File: src/rtl/aes_cipher_ctrl.sv
// aes_cipher_ctrl
//   Sequencer and round-key store for an iterative AES "cipher" core.
//   The host loads up to 15 round keys, then commits them with key_cfg_valid
//   and key_size. One plaintext block at a time is accepted over in_valid/in_ready.
//   The core is then launched with a one-cycle c_en pulse. Round keys are served
//   at c_round_key_no with one cycle of SRAM-style latency, and the ciphertext
//   is returned over out_valid/out_ready.
//
// Optional feature macro: AES_CTRL_STATS_EN (adds blk_count / stall_count).
//
// Ports:
//   clk, reset          clock, synchronous active-high reset
//   key_wr_en/addr/data round-key write port (honoured only while IDLE)
//   key_cfg_valid       key set complete; latches key_size (0:10 rounds, 1:14 rounds)
//   key_ready, busy     status
//   in_valid/ready/data plaintext stream
//   out_valid/ready/data ciphertext stream
//   c_en, c_rounds_total, c_plaintext, c_key          to core
//   c_round_key_no, c_en_o, c_ciphertext              from core
//   blk_count, stall_count (AES_CTRL_STATS_EN only)   statistics
module aes_cipher_ctrl #(
   parameter int BLK_W     = 128,
   parameter int NR_W      = 4,
   parameter int KEY_DEPTH = 15
`ifdef AES_CTRL_STATS_EN
   ,
   parameter int CNT_W     = 32
`endif
) (
   input  logic             clk,
   input  logic             reset,
   input  logic             key_wr_en,
   input  logic [NR_W-1:0]  key_wr_addr,
   input  logic [BLK_W-1:0] key_wr_data,
   input  logic             key_cfg_valid,
   input  logic             key_size,
   output logic             key_ready,
   output logic             busy,
   input  logic             in_valid,
   output logic             in_ready,
   input  logic [BLK_W-1:0] in_data,
   output logic             out_valid,
   input  logic             out_ready,
   output logic [BLK_W-1:0] out_data,
   output logic             c_en,
   output logic [NR_W-1:0]  c_rounds_total,
   output logic [BLK_W-1:0] c_plaintext,
   output logic [BLK_W-1:0] c_key,
   input  logic [NR_W-1:0]  c_round_key_no,
   input  logic             c_en_o,
   input  logic [BLK_W-1:0] c_ciphertext
`ifdef AES_CTRL_STATS_EN
   ,
   output logic [CNT_W-1:0] blk_count,
   output logic [CNT_W-1:0] stall_count
`endif
);

   localparam logic [1:0] ST_IDLE  = 2'd0;
   localparam logic [1:0] ST_START = 2'd1;
   localparam logic [1:0] ST_RUN   = 2'd2;
   localparam logic [1:0] ST_DONE  = 2'd3;

   localparam logic [NR_W-1:0] LAST_IDX = NR_W'(KEY_DEPTH - 1);
   localparam logic [NR_W-1:0] NR_128   = NR_W'(10);
   localparam logic [NR_W-1:0] NR_256   = NR_W'(14);

   logic [1:0]       state_r;
   logic [NR_W-1:0]  rounds_r;
   logic [BLK_W-1:0] key_mem [KEY_DEPTH];
   logic             idle_s;
   logic             key_wr_acc_s;
   logic             in_hs_s;
   logic             out_hs_s;

   assign idle_s       = (state_r == ST_IDLE);
   // Index 15 is outside the store and never written.
   assign key_wr_acc_s = key_wr_en && idle_s && (key_wr_addr <= LAST_IDX);
   assign in_ready     = idle_s && key_ready && !out_valid;
   assign in_hs_s      = in_valid && in_ready;
   assign out_hs_s     = out_valid && out_ready;
   assign busy         = !idle_s;

   // Round-key storage; contents deliberately survive reset.
   always_ff @(posedge clk) begin
      if (key_wr_acc_s) begin
         key_mem[key_wr_addr] <= key_wr_data;
      end
   end

   // Registered key read toward the core; the out-of-range index reads as zero.
   always_ff @(posedge clk) begin
      if (reset) begin
         c_key <= '0;
      end else if (c_round_key_no <= LAST_IDX) begin
         c_key <= key_mem[c_round_key_no];
      end else begin
         c_key <= '0;
      end
   end

   // Key commit: a config pulse wins over a simultaneous write, so the key set ends ready.
   always_ff @(posedge clk) begin
      if (reset) begin
         key_ready <= 1'b0;
         rounds_r  <= '0;
      end else if (idle_s && key_cfg_valid) begin
         key_ready <= 1'b1;
         rounds_r  <= key_size ? NR_256 : NR_128;
      end else if (key_wr_acc_s) begin
         key_ready <= 1'b0;
      end
   end

   // Block sequencer: accept, launch core, wait for done, hold result until taken.
   always_ff @(posedge clk) begin
      if (reset) begin
         state_r        <= ST_IDLE;
         c_en           <= 1'b0;
         c_rounds_total <= '0;
         c_plaintext    <= '0;
         out_valid      <= 1'b0;
         out_data       <= '0;
      end else begin
         case (state_r)
            ST_IDLE: begin
               if (in_hs_s) begin
                  c_plaintext    <= in_data;
                  c_rounds_total <= rounds_r;
                  c_en           <= 1'b1;   // high for the whole START cycle
                  state_r        <= ST_START;
               end
            end
            ST_START: begin
               c_en    <= 1'b0;
               state_r <= ST_RUN;
            end
            ST_RUN: begin
               if (c_en_o) begin
                  out_data  <= c_ciphertext;
                  out_valid <= 1'b1;
                  state_r   <= ST_DONE;
               end
            end
            ST_DONE: begin
               // Late c_en_o cycles land here and are ignored.
               if (out_hs_s) begin
                  out_valid <= 1'b0;
                  state_r   <= ST_IDLE;
               end
            end
            default: begin
               c_en      <= 1'b0;
               out_valid <= 1'b0;
               state_r   <= ST_IDLE;
            end
         endcase
      end
   end

`ifdef AES_CTRL_STATS_EN
   localparam logic [CNT_W-1:0] CNT_MAX = {CNT_W{1'b1}};

   // Completed-block counter (wraps) and output-stall counter (saturates).
   always_ff @(posedge clk) begin
      if (reset) begin
         blk_count   <= '0;
         stall_count <= '0;
      end else begin
         if (out_hs_s) begin
            blk_count <= blk_count + CNT_W'(1);
         end
         if ((state_r == ST_DONE) && !out_ready && (stall_count != CNT_MAX)) begin
            stall_count <= stall_count + CNT_W'(1);
         end
      end
   end
`endif

endmodule

File: config.mk
export PLATFORM = sky130hd
export DESIGN_NAME = aes_cipher_ctrl
export DESIGN_NICKNAME = d
export VERILOG_FILES = /design/src/rtl/aes_cipher_ctrl.sv
export SDC_FILE = /design/constraint.sdc
export NUM_CORES = 2
export LEC_CHECK = 0
export ABC_AREA = 1
export ABC_CLOCK_PERIOD_IN_PS = 15300
export CAP_MARGIN = 20
export CORE_MARGIN = 2
export CORE_UTILIZATION = 28
export DETAILED_ROUTE_END_ITERATION = 8
export GPL_ROUTABILITY_DRIVEN = 0
export PLACE_DENSITY_LB_ADDON = 0.2
export SYNTH_ARGS = -nofsm -noshare
export SYNTH_HDL_FRONTEND = slang
export SYNTH_SLANG_ARGS = --single-unit
File: constraint.sdc
create_clock -name clk -period 15.3 [get_ports clk]
set_input_delay 1.53 -clock clk [delete_from_list [all_inputs] [get_ports clk]]
set_output_delay 1.53 -clock clk [all_outputs]
set_load 0.05 [all_outputs]
==> flow_metrics.py <==
metrics = {
    "global_routing": {
        "grt_pass1_vias": 61839,
        "antenna_found_initial": 92,
        "grt_use_total_pct": 19.0,
        "grt_pass1_wl_microns": 461000,
        "grt_max_degree": 197,
        "grt-ovfl-total": 0,
    },
    "power": {
        "ir_worst_vdd_mv": 0.0910,
        "clkPwrFrac_pct": 42.2,
        "p_sw_share_pct": 26.6,
        "finalPower_w": 0.0154,
        "p_sw_w": 0.00409,
        "p_int_w": 0.0113,
        "pwr-share-comb_pct": 11.4,
        "p_per_area_nw_per_um2": 137,
        "power.leakage_nw": 42.5,
        "p_seq_share_pct": 46.5,
    },
    "min_path": {
        "hp-class": "flop to flop",
        "hold_depth": 2,
    },
    "synth": {
        "synth_nets": 8951,
        "yosys_most_used_dff": "edfxtp_1",
        "yosys.area.top_type": "edfxtp_1",
        "synth.top_cells.by_count": "2711 x nand2_1, 1920 x edfxtp_1, 1030 x nand3_1, 660 x nor2_1, 654 x inv_1",
        "ys_warn_count": 0,
        "ys_seq_area_share_pct": 71.4,
        "ys_ff_latch": 2313,
        "synth-edff-count": 1920,
        "yosysUniqueCellTypes": 20,
        "yosys.cell_count.top_type": "nand2_1",
        "syn_inst": 8546,
        "syn-cell-area_sq_um": 91700,
        "synth.top_cell.area_share_pct": 62.9,
        "avgSynthCellArea_sq_um": 10.7,
        "async_flop_share_pct": 0,
        "netlist_top_cells_area": "edfxtp_1 63%, nand2_1 11%, dfxtp_1 8.6%",
    },
    "setup_path": {
        "crit_path_max_incr_delay_ns": 0.89,
        "critPathMaxFanout": 101,
        "cp-end-kind": "flop",
        "path_cells": "buf_8, inv_8, buf_4, buf_4, buf_4, nand3_1, nand2_1, nand2_1, nand2_1, nand2_1, nor2_1",
        "crit_type": "input port to flop",
        "crit_required_ns": 16.11,
        "reg2reg_depth": 8,
        "cp_common_cell": "nand2_1",
        "critPathLaunchType": "input port",
        "cp_slowest_cell": "buf_4",
        "worst_ep_arrival_time_ns": 5.96,
    },
    "clocking": {
        "clock_path_buffers": 4,
        "cts_tree": "built",
        "clock_latency_ns": 0.90,
        "clock-sinks": 2313,
        "cts_root_buffer": "clkbuf_16",
        "numCtsBuffers": 271,
        "ctsResizeCount": 0,
        "postCtsSetupRepairBufs": 0,
        "h-tree-depth": 5,
        "cts_hold_buffers": 0,
        "clk_pin_slew_ns": 0.06,
    },
    "floorplanning": {
        "initial_utilization_pct": 28.1,
        "die_x_microns": 576,
        "coreArea_sq_um": 327000,
        "fp.dieArea_sq_um": 332000,
        "io-pin-count": 793,
        "die_h_microns": 576,
        "rows": 210,
    },
    "sta": {
        "period_minus_slack_ns": 5.16,
        "rsz0062_at_grt": "false",
        "setup_viol": 0,
        "finalHoldViolations": 0,
        "timing.hold.ws_ns": 0.447,
        "skew_ns": 0.0527,
        "maxSlewViolCount": 0,
        "clock.fmax_mhz": 194,
        "slew_headroom_pct": 5.14,
        "setup_tns_ns": 0,
        "tightest_slew_ns": 1.42,
        "min_period_over_period_pct": 33.7,
    },
    "placed_design": {
        "placed_cells": 13271,
        "portBuffers": 791,
        "place_hpwl_microns": 188000,
    },
    "detailed_routing": {
        "drtIter0Drc": 4898,
        "wl_per_cell_microns": 23.5,
        "drc_errors": 0,
        "ant_nets": 0,
        "drtPass1Iterations": 8,
        "via_count": 63236,
        "viasPerCell": 4.58,
        "totalWireLength_microns": 324000,
    },
    "layout": {
        "final_layout_size_suffix_gt1_share_pct": 5.63,
        "final_nets": 9607,
        "area_growth_pct": 22.7,
        "fin_cells": 13792,
    },
    "status": {
        "status": "completed",
    },
    "run": {
        "cap_viol_max_count": 0,
    },
}
==> registers in the layout (all words and copies together), names as in the netlist <==
name / cells
rounds_r: 2
c_en: 1
out_valid: 1
out_data: 128
key_ready: 1
c_rounds_total: 2
key_mem: 1920
c_key: 128
state_r: 2
c_plaintext: 128
==> metrics by stage <==
stage | setup slack (ns) | cell area (sq um) | utilization (%)
after floorplan | 7.33 | 91700 | -
after global placement | 9.25 | 104000 | 31.7
after detailed placement | 9.26 | 104000 | 31.7
after CTS | 10.22 | 112000 | 34.4
after global routing | 9.93 | 113000 | 34.5
final | 10.14 | 113000 | 34.5
==> critical path, delay by kind of cell <==
kind / cells / cell delay [ns]
buf+inv: 5 / 3.40
simple gates: 6 / 0.59
==> power by group through the flow <==
stage	registers, W	logic [W]	clock network (W)
floorplan	0.00763	0.000642	0
global placement	0.00729	0.00176	0
detailed placement	0.00729	0.00176	0
CTS	0.00716	0.00176	0.00666
global route	0.00717	0.00188	0.00689
finish	0.00716	0.00175	0.00649
==> logic make-up (layout without fill, tap and decap cells) <==
group	count (synthesis)	in the layout	synth area share (%)
AOI/OAI and AO/OA	654	654	3.58
adders and majority gates	5	5	0.0682
buffers and inverters	1168	2046	5.48
DFF	2313	2313	71.4
other	1	23	0.00409
and+or+nand+nor	4405	4405	19.4
==> path summary, 6_finish.rpt <==
check	startpoint	slack, ns	to
hold reg to reg	rounds_r[1]	0.45	rounds_r[1]
hold / removal	rounds_r[1]	0.45	rounds_r[1]
setup reg to reg	state_r[1]	10.98	key_mem[4][91]
setup / recovery	c_round_key_no[1]	10.14	c_key[112]
==> metal layers <==
layer / vias up / share of wire (%) / track usage (%)
met5: - / 0.12 / 0
met4: 58 / 4.8 / 8.82
met3: 621 / 6.2 / 4.16
met2: 1780 / 49 / 32.3
met1: 30983 / 40 / 22.8
li1: 29794 / - / -
==> final cells by class <==
type,instances,area (sq um)
fillers,32364,214000
repair buffers,894,8860
well taps,4346,5440
diodes,22,55.1
clock inverters,129,1340
clock buffers,366,7550
flip-flops and latches,2313,65500
multi-input cells,5065,21300
inverters,657,2500
==> layout by cell type, fill, tap and decap left out, types with 41 or more instances in the layout <==
| cell | count |
|---|---|
| nand3_1 | 1030 |
| clkdlybuf4s50_1 | 786 |
| dfxtp_1 | 393 |
| clkbuf_16 | 275 |
| clkbuf_1 | 58 |
| clkinv_1 | 41 |
| nand2_1 | 2709 |
| o21ai_0 | 131 |
| edfxtp_1 | 1920 |
| inv_1 | 651 |
| buf_4 | 91 |
| nor2_1 | 645 |
| a21oi_1 | 521 |
No activity file was read; power rests on OpenSTA's default activity.
